==> src/rtl/mux_b_pipe.sv <==
// mux_b_pipe: registered ALU operand-B source multiplexer with a valid/ready
// handshake and a 2-entry skid buffer (main register M plus skid register S).
//
// Ports:
//   clk, reset             clock; asynchronous active-high reset
//   in_valid / in_ready    upstream handshake (in_ready is registered)
//   selector, data_b,      operand form select and candidate sources
//   data_alt, imm
//   out_valid / out_ready  downstream handshake
//   data_out, sel_out      selected operand and the selector that produced it
//   err                    sticky illegal-selector flag
//
// Build option: define MUX_B_ILLEGAL_CHK_EN to turn selector 7 into result 0
// with a sticky err flag. When undefined, selector 7 aliases selector 0 and
// err is tied low.
module mux_b_pipe #(
    parameter int unsigned DATA_W    = 32,
    parameter int unsigned IMM_W     = 16,
    parameter int unsigned SHIFT_AMT = 2,
    parameter int unsigned CONST_VAL = 4
) (
    input  logic              clk,
    input  logic              reset,
    input  logic              in_valid,
    output logic              in_ready,
    input  logic [2:0]        selector,
    input  logic [DATA_W-1:0] data_b,
    input  logic [DATA_W-1:0] data_alt,
    input  logic [IMM_W-1:0]  imm,
    output logic              out_valid,
    input  logic              out_ready,
    output logic [DATA_W-1:0] data_out,
    output logic [2:0]        sel_out,
    output logic              err
);

    typedef enum logic [1:0] {StEmpty, StOne, StFull} state_e;

    state_e            state_q, state_d;
    logic              in_ready_q, in_ready_d;
    logic              out_valid_q, out_valid_d;
    logic [DATA_W-1:0] m_data_q, m_data_d;
    logic [2:0]        m_sel_q, m_sel_d;
    logic [DATA_W-1:0] s_data_q, s_data_d;
    logic [2:0]        s_sel_q, s_sel_d;

    logic              accept;
    logic              present;
    logic [DATA_W-1:0] sext_imm;
    logic [DATA_W-1:0] result;

    assign accept   = in_valid && in_ready_q;
    assign present  = out_valid_q && out_ready;
    assign sext_imm = {{(DATA_W - IMM_W){imm[IMM_W-1]}}, imm};

    // Operand form selection
    always_comb begin
        result = data_b;
        unique case (selector)
            3'd0: result = data_b;
            3'd1: result = DATA_W'(CONST_VAL);
            3'd2: result = sext_imm;
            3'd3: result = sext_imm << SHIFT_AMT;
            3'd4: result = {{(DATA_W - IMM_W){1'b0}}, imm};
            3'd5: result = {imm, {(DATA_W - IMM_W){1'b0}}};
            3'd6: result = data_alt;
`ifdef MUX_B_ILLEGAL_CHK_EN
            3'd7: result = '0;
`else
            3'd7: result = data_b;
`endif
            default: result = data_b;
        endcase
    end

    // Skid-buffer state machine
    always_comb begin
        state_d  = state_q;
        m_data_d = m_data_q;
        m_sel_d  = m_sel_q;
        s_data_d = s_data_q;
        s_sel_d  = s_sel_q;
        unique case (state_q)
            StEmpty: begin
                if (accept) begin
                    m_data_d = result;
                    m_sel_d  = selector;
                    state_d  = StOne;
                end
            end
            StOne: begin
                if (accept && present) begin
                    m_data_d = result;
                    m_sel_d  = selector;
                end else if (present) begin
                    state_d = StEmpty;
                end else if (accept) begin
                    s_data_d = result;
                    s_sel_d  = selector;
                    state_d  = StFull;
                end
            end
            StFull: begin
                // in_ready is low here, so only a present can occur
                if (present) begin
                    m_data_d = s_data_q;
                    m_sel_d  = s_sel_q;
                    state_d  = StOne;
                end
            end
            default: state_d = StEmpty;
        endcase
        in_ready_d  = (state_d != StFull);
        out_valid_d = (state_d != StEmpty);
    end

    always_ff @(posedge clk or posedge reset) begin
        if (reset) begin
            state_q     <= StEmpty;
            in_ready_q  <= 1'b1;
            out_valid_q <= 1'b0;
            m_data_q    <= '0;
            m_sel_q     <= '0;
            s_data_q    <= '0;
            s_sel_q     <= '0;
        end else begin
            state_q     <= state_d;
            in_ready_q  <= in_ready_d;
            out_valid_q <= out_valid_d;
            m_data_q    <= m_data_d;
            m_sel_q     <= m_sel_d;
            s_data_q    <= s_data_d;
            s_sel_q     <= s_sel_d;
        end
    end

`ifdef MUX_B_ILLEGAL_CHK_EN
    logic err_q, err_d;

    always_comb begin
        err_d = err_q || (accept && (selector == 3'd7));
    end

    always_ff @(posedge clk or posedge reset) begin
        if (reset) begin
            err_q <= 1'b0;
        end else begin
            err_q <= err_d;
        end
    end

    assign err = err_q;
`else
    assign err = 1'b0;
`endif

    assign in_ready  = in_ready_q;
    assign out_valid = out_valid_q;
    assign data_out  = m_data_q;
    assign sel_out   = m_sel_q;

endmodule

==> config.mk <==
export PLATFORM = sky130hd
export DESIGN_NAME = mux_b_pipe
export DESIGN_NICKNAME = d
export VERILOG_FILES = /design/src/rtl/mux_b_pipe.sv
export SDC_FILE = /design/constraint.sdc
export NUM_CORES = 1
export LEC_CHECK = 0
export BUFFER_PORTS_ARGS = -buffer_cell sky130_fd_sc_hd__buf_2
export CAP_MARGIN = 20
export CORE_ASPECT_RATIO = 2
export CORE_MARGIN = 3
export CORE_UTILIZATION = 45
export DETAILED_ROUTE_END_ITERATION = 8
export PLACE_DENSITY_LB_ADDON = 0.25
export SLEW_MARGIN = 5
export SYNTH_ARGS = -nofsm -noshare
export SYNTH_HDL_FRONTEND = slang
export SYNTH_SLANG_ARGS = --single-unit
==> constraint.sdc <==
create_clock -name clk -period 3.1 [get_ports clk]
set_input_delay 0.465 -clock clk [delete_from_list [all_inputs] [get_ports clk]]
set_output_delay 0.465 -clock clk [all_outputs]
set_load 0.01 [all_outputs]
==> summary.txt <==
Final Max Tran Viols: 0
Reg2reg path depth: 5
Slowest stage delay, CP: 0.53 ns
Max VDD drop: 629 µV
Via/cell ratio: 6.23
Sw frac: 37.5%
Post-route minimum period: 2.16 ns
Pint: 2.79 mW
Worst-path clk slew: 0.06 ns
# resized after CTS: 0
Setup TNS Final: 0 ns
Rows: 52
P_leak: 2.51 nW
Clk network pwr share: 23.6%
Max cap viols: 0
Crit path DAT: 2.36 ns
Final Setup Violations: 0
Slew @ Worst Pin: 1.05 ns
Post-synth EDFFs: 0
Critical-path top delay cell: o21bai_4
Wl on met1: 6070 µm
Chip Width: 78.3 µm
Setup ws final: 0.943 ns
Post-synth ARST share: 100%
Core area: 10100 µm²
First-pass GRT wire length: 23600 µm
Number of clock sinks: 74
Residual DRC: 0
Inserted Clock Buffers: 9
Critical path launch point type: flip-flop
Initial drt markers: 367
CP required: 3.31 ns
Starting Density: 46.4%
Status: complete, no violations
Crit Path Class: flip-flop to flip-flop
Flop pwr share: 37.9%
Sequential share of the synthesized area: 39.4%
Hold Violations, Final: 0
Htree depth: 3
Final wirelength: 15000 µm
Final nets: 680
Highest routed layer: met4
Initial antenna violation count: 0
WL/cell: 20.4 µm
Max Buffers Root-to-Sink: 2
Wire length on met2: 7450 µm
Routed wl met3: 1000 µm
Synth area leader: dfrtp_1
RSZ-0062 raised after global routing: no
N_diodes: 0
Root Buffer: clkbuf_16
Avg Cell Area, Syn: 9.39 µm²
Later-pin clock latency in the skew report: 0.33 ns
Hold Path Class: input pin to async pin
Grt total ovfl: 0
Vias in the first global route: 4552
Setup WS pre-CTS: 0.715 ns
Ys Warns: 0
Setup bufs post-CTS: 0
Primary FF master, synth: dfrtp_1
Fmax: 0.464 GHz
Die Y-Extent: 151 µm
CTS tree: built
CP Capture Type: flip-flop
Clock skew: 0.00531 ns
Power Density: 798 nW/µm²
CP Max Fanout: 21
Routability Congestion: 0.933
Total track usage: 25.8%
DR vias: 4564
Hpwl dp: 10400 µm
Final worst-path cycle share: 69.6%
Syn nets: 588
Distinct cells, synth: 53
Die ar.: 11800 µm²
Comb power frac: 38.6%
Filler cells: 974
Initial DRT Pass Iterations: 5
Cts hold-fix bufs: 0
Synth top area share: 38.8%
Ports: 125
Slew HR: 30.2%
Cell Area, Synth: 4700 µm²
PortBufs: 123
P&R area growth vs syn: 18.8%
Antenna Nets Post-Route: 0
Share of cells above drive strength 1: 29.1%
Psw: 1.67 mW
Area contributors post-synth: dfrtp_1 (39%), a211oi_1 (7.5%), nand2_1 (4.8%)
Crit-path cells: and3b_1 > o21bai_4 > a21oi_2 > buf_4 > a221o_1
Synth Instances: 501
Post-synthesis sequential element count: 74
Largest net degree at the start of global routing: 75
## sequential cells by signal, summed over array words and instances (netlist names)
name and flops:
sel_out 3, data_out 32, in_ready 1, state_q 2, s_data_q 32, s_sel_q 3
out_valid 1
## through the flow
step | util, % | total power [mW] | hold WS [ns] | instance area, µm² | cells
2_1_floorplan | - | 2.81 | 0.450 | 4700 | 501
3_3_place_gp | 52.1 | 3.37 | 0.462 | 5290 | 717
3_5_place_dp | 52.1 | 3.42 | 0.469 | 5290 | 717
4_1_cts | 55.1 | 4.47 | 0.431 | 5590 | 733
5_1_grt | 55.1 | 4.74 | 0.459 | 5590 | 733
6_report | 55.1 | 4.46 | 0.420 | 5590 | 733
## power groups by stage
stage	Sequential, mW	Clock, mW	Combinational, mW
after CTS	1.68	1.06	1.73
after global routing	1.74	1.10	1.90
after global placement	1.68	0	1.69
after floorplan	1.73	0	1.09
final	1.69	1.05	1.72
after detailed placement	1.69	0	1.72
## synthesized netlist by cell type, types with 2 or more instances
cell / number
buf_2: 21
nor3_1: 9
a221o_1: 15
a22oi_1: 15
nand2_1: 60
clkbuf_1: 19
a2111oi_0: 11
mux2i_1: 21
o32ai_1: 11
nand3_1: 2
dfrtp_1: 73
nand2b_1: 5
o22ai_1: 13
a21o_1: 3
o2bb2ai_1: 12
buf_4: 8
o21ai_0: 6
buf_1: 3
mux2_2: 11
buf_6: 5
o21ai_1: 17
inv_1: 17
a221oi_1: 2
mux2_1: 18
a21oi_1: 43
a31oi_1: 7
o221ai_1: 2
a211oi_1: 47
## layout make-up
| type | instances | area, µm² | area share, % |
|---|---|---|---|
| multi-input combinational | 354 | 2490 | 44.5 |
| tap | 135 | 169 | 3.02 |
| clock inverter | 5 | 53.8 | 0.963 |
| clock buffer | 11 | 243 | 4.34 |
| timing repair buffer | 137 | 721 | 12.9 |
| sequential | 74 | 1850 | 33.2 |
| inverter | 17 | 63.8 | 1.14 |
## kinds of logic after synthesis
family / Yosys count / synth area share (%)
flops: 74 / 39.4
compound gates: 211 / 32.0
other cells: 1 / 0.0797
buf+inv: 73 / 7.82
simple gates: 91 / 9.02
mux: 51 / 11.7
## critical path: cells and delay by family, from the launching register on
family / cells / cell delay, ns
AO/OA/AOI/OAI: 3 / 1.05
flip-flops: 1 / 0.43
AND/OR/NAND/NOR: 1 / 0.30
buffers and inverters: 1 / 0.24
## routing by layer
metal | track usage [%] | vias to the layer above
li1 | - | 2100
met5 | 0 | -
met3 | 5.03 | 34
met1 | 32.8 | 2196
met2 | 42.1 | 234
met4 | 11.6 | 0
## layout by cell type (no fill, tap or decap), types with 2 or more instances in the layout
cell	instances
nand2b_1	5
dfrtp_1	73
buf_2	123
buf_4	14
a2111oi_0	11
o32ai_1	11
a221o_1	15
nor3_1	9
mux2_1	18
a221oi_1	2
inv_1	16
a21o_1	3
a31oi_1	7
o221ai_1	2
a21oi_1	43
clkbuf_16	9
o2bb2ai_1	12
o22ai_1	13
mux2_2	11
nand2_1	60
a22oi_1	15
nand3_1	2
o21ai_1	17
clkinv_2	3
o21ai_0	6
a211oi_1	47
mux2i_1	21
## path summary, 6_finish.rpt
path | end | slack [ns] | start
worst min-delay path | out_valid | 0.42 | reset
worst min register to register | s_sel_q[0] | 0.48 | s_sel_q[0]
min in group clk | s_data_q[8] | 0.44 | data_b[8]
worst max-delay path | data_out[17] | 0.94 | state_q[1]
max in group asynchronous | s_data_q[25] | 2.05 | reset
worst max register to register | data_out[17] | 0.94 | state_q[1]
Power figures use the tool's default switching activity.
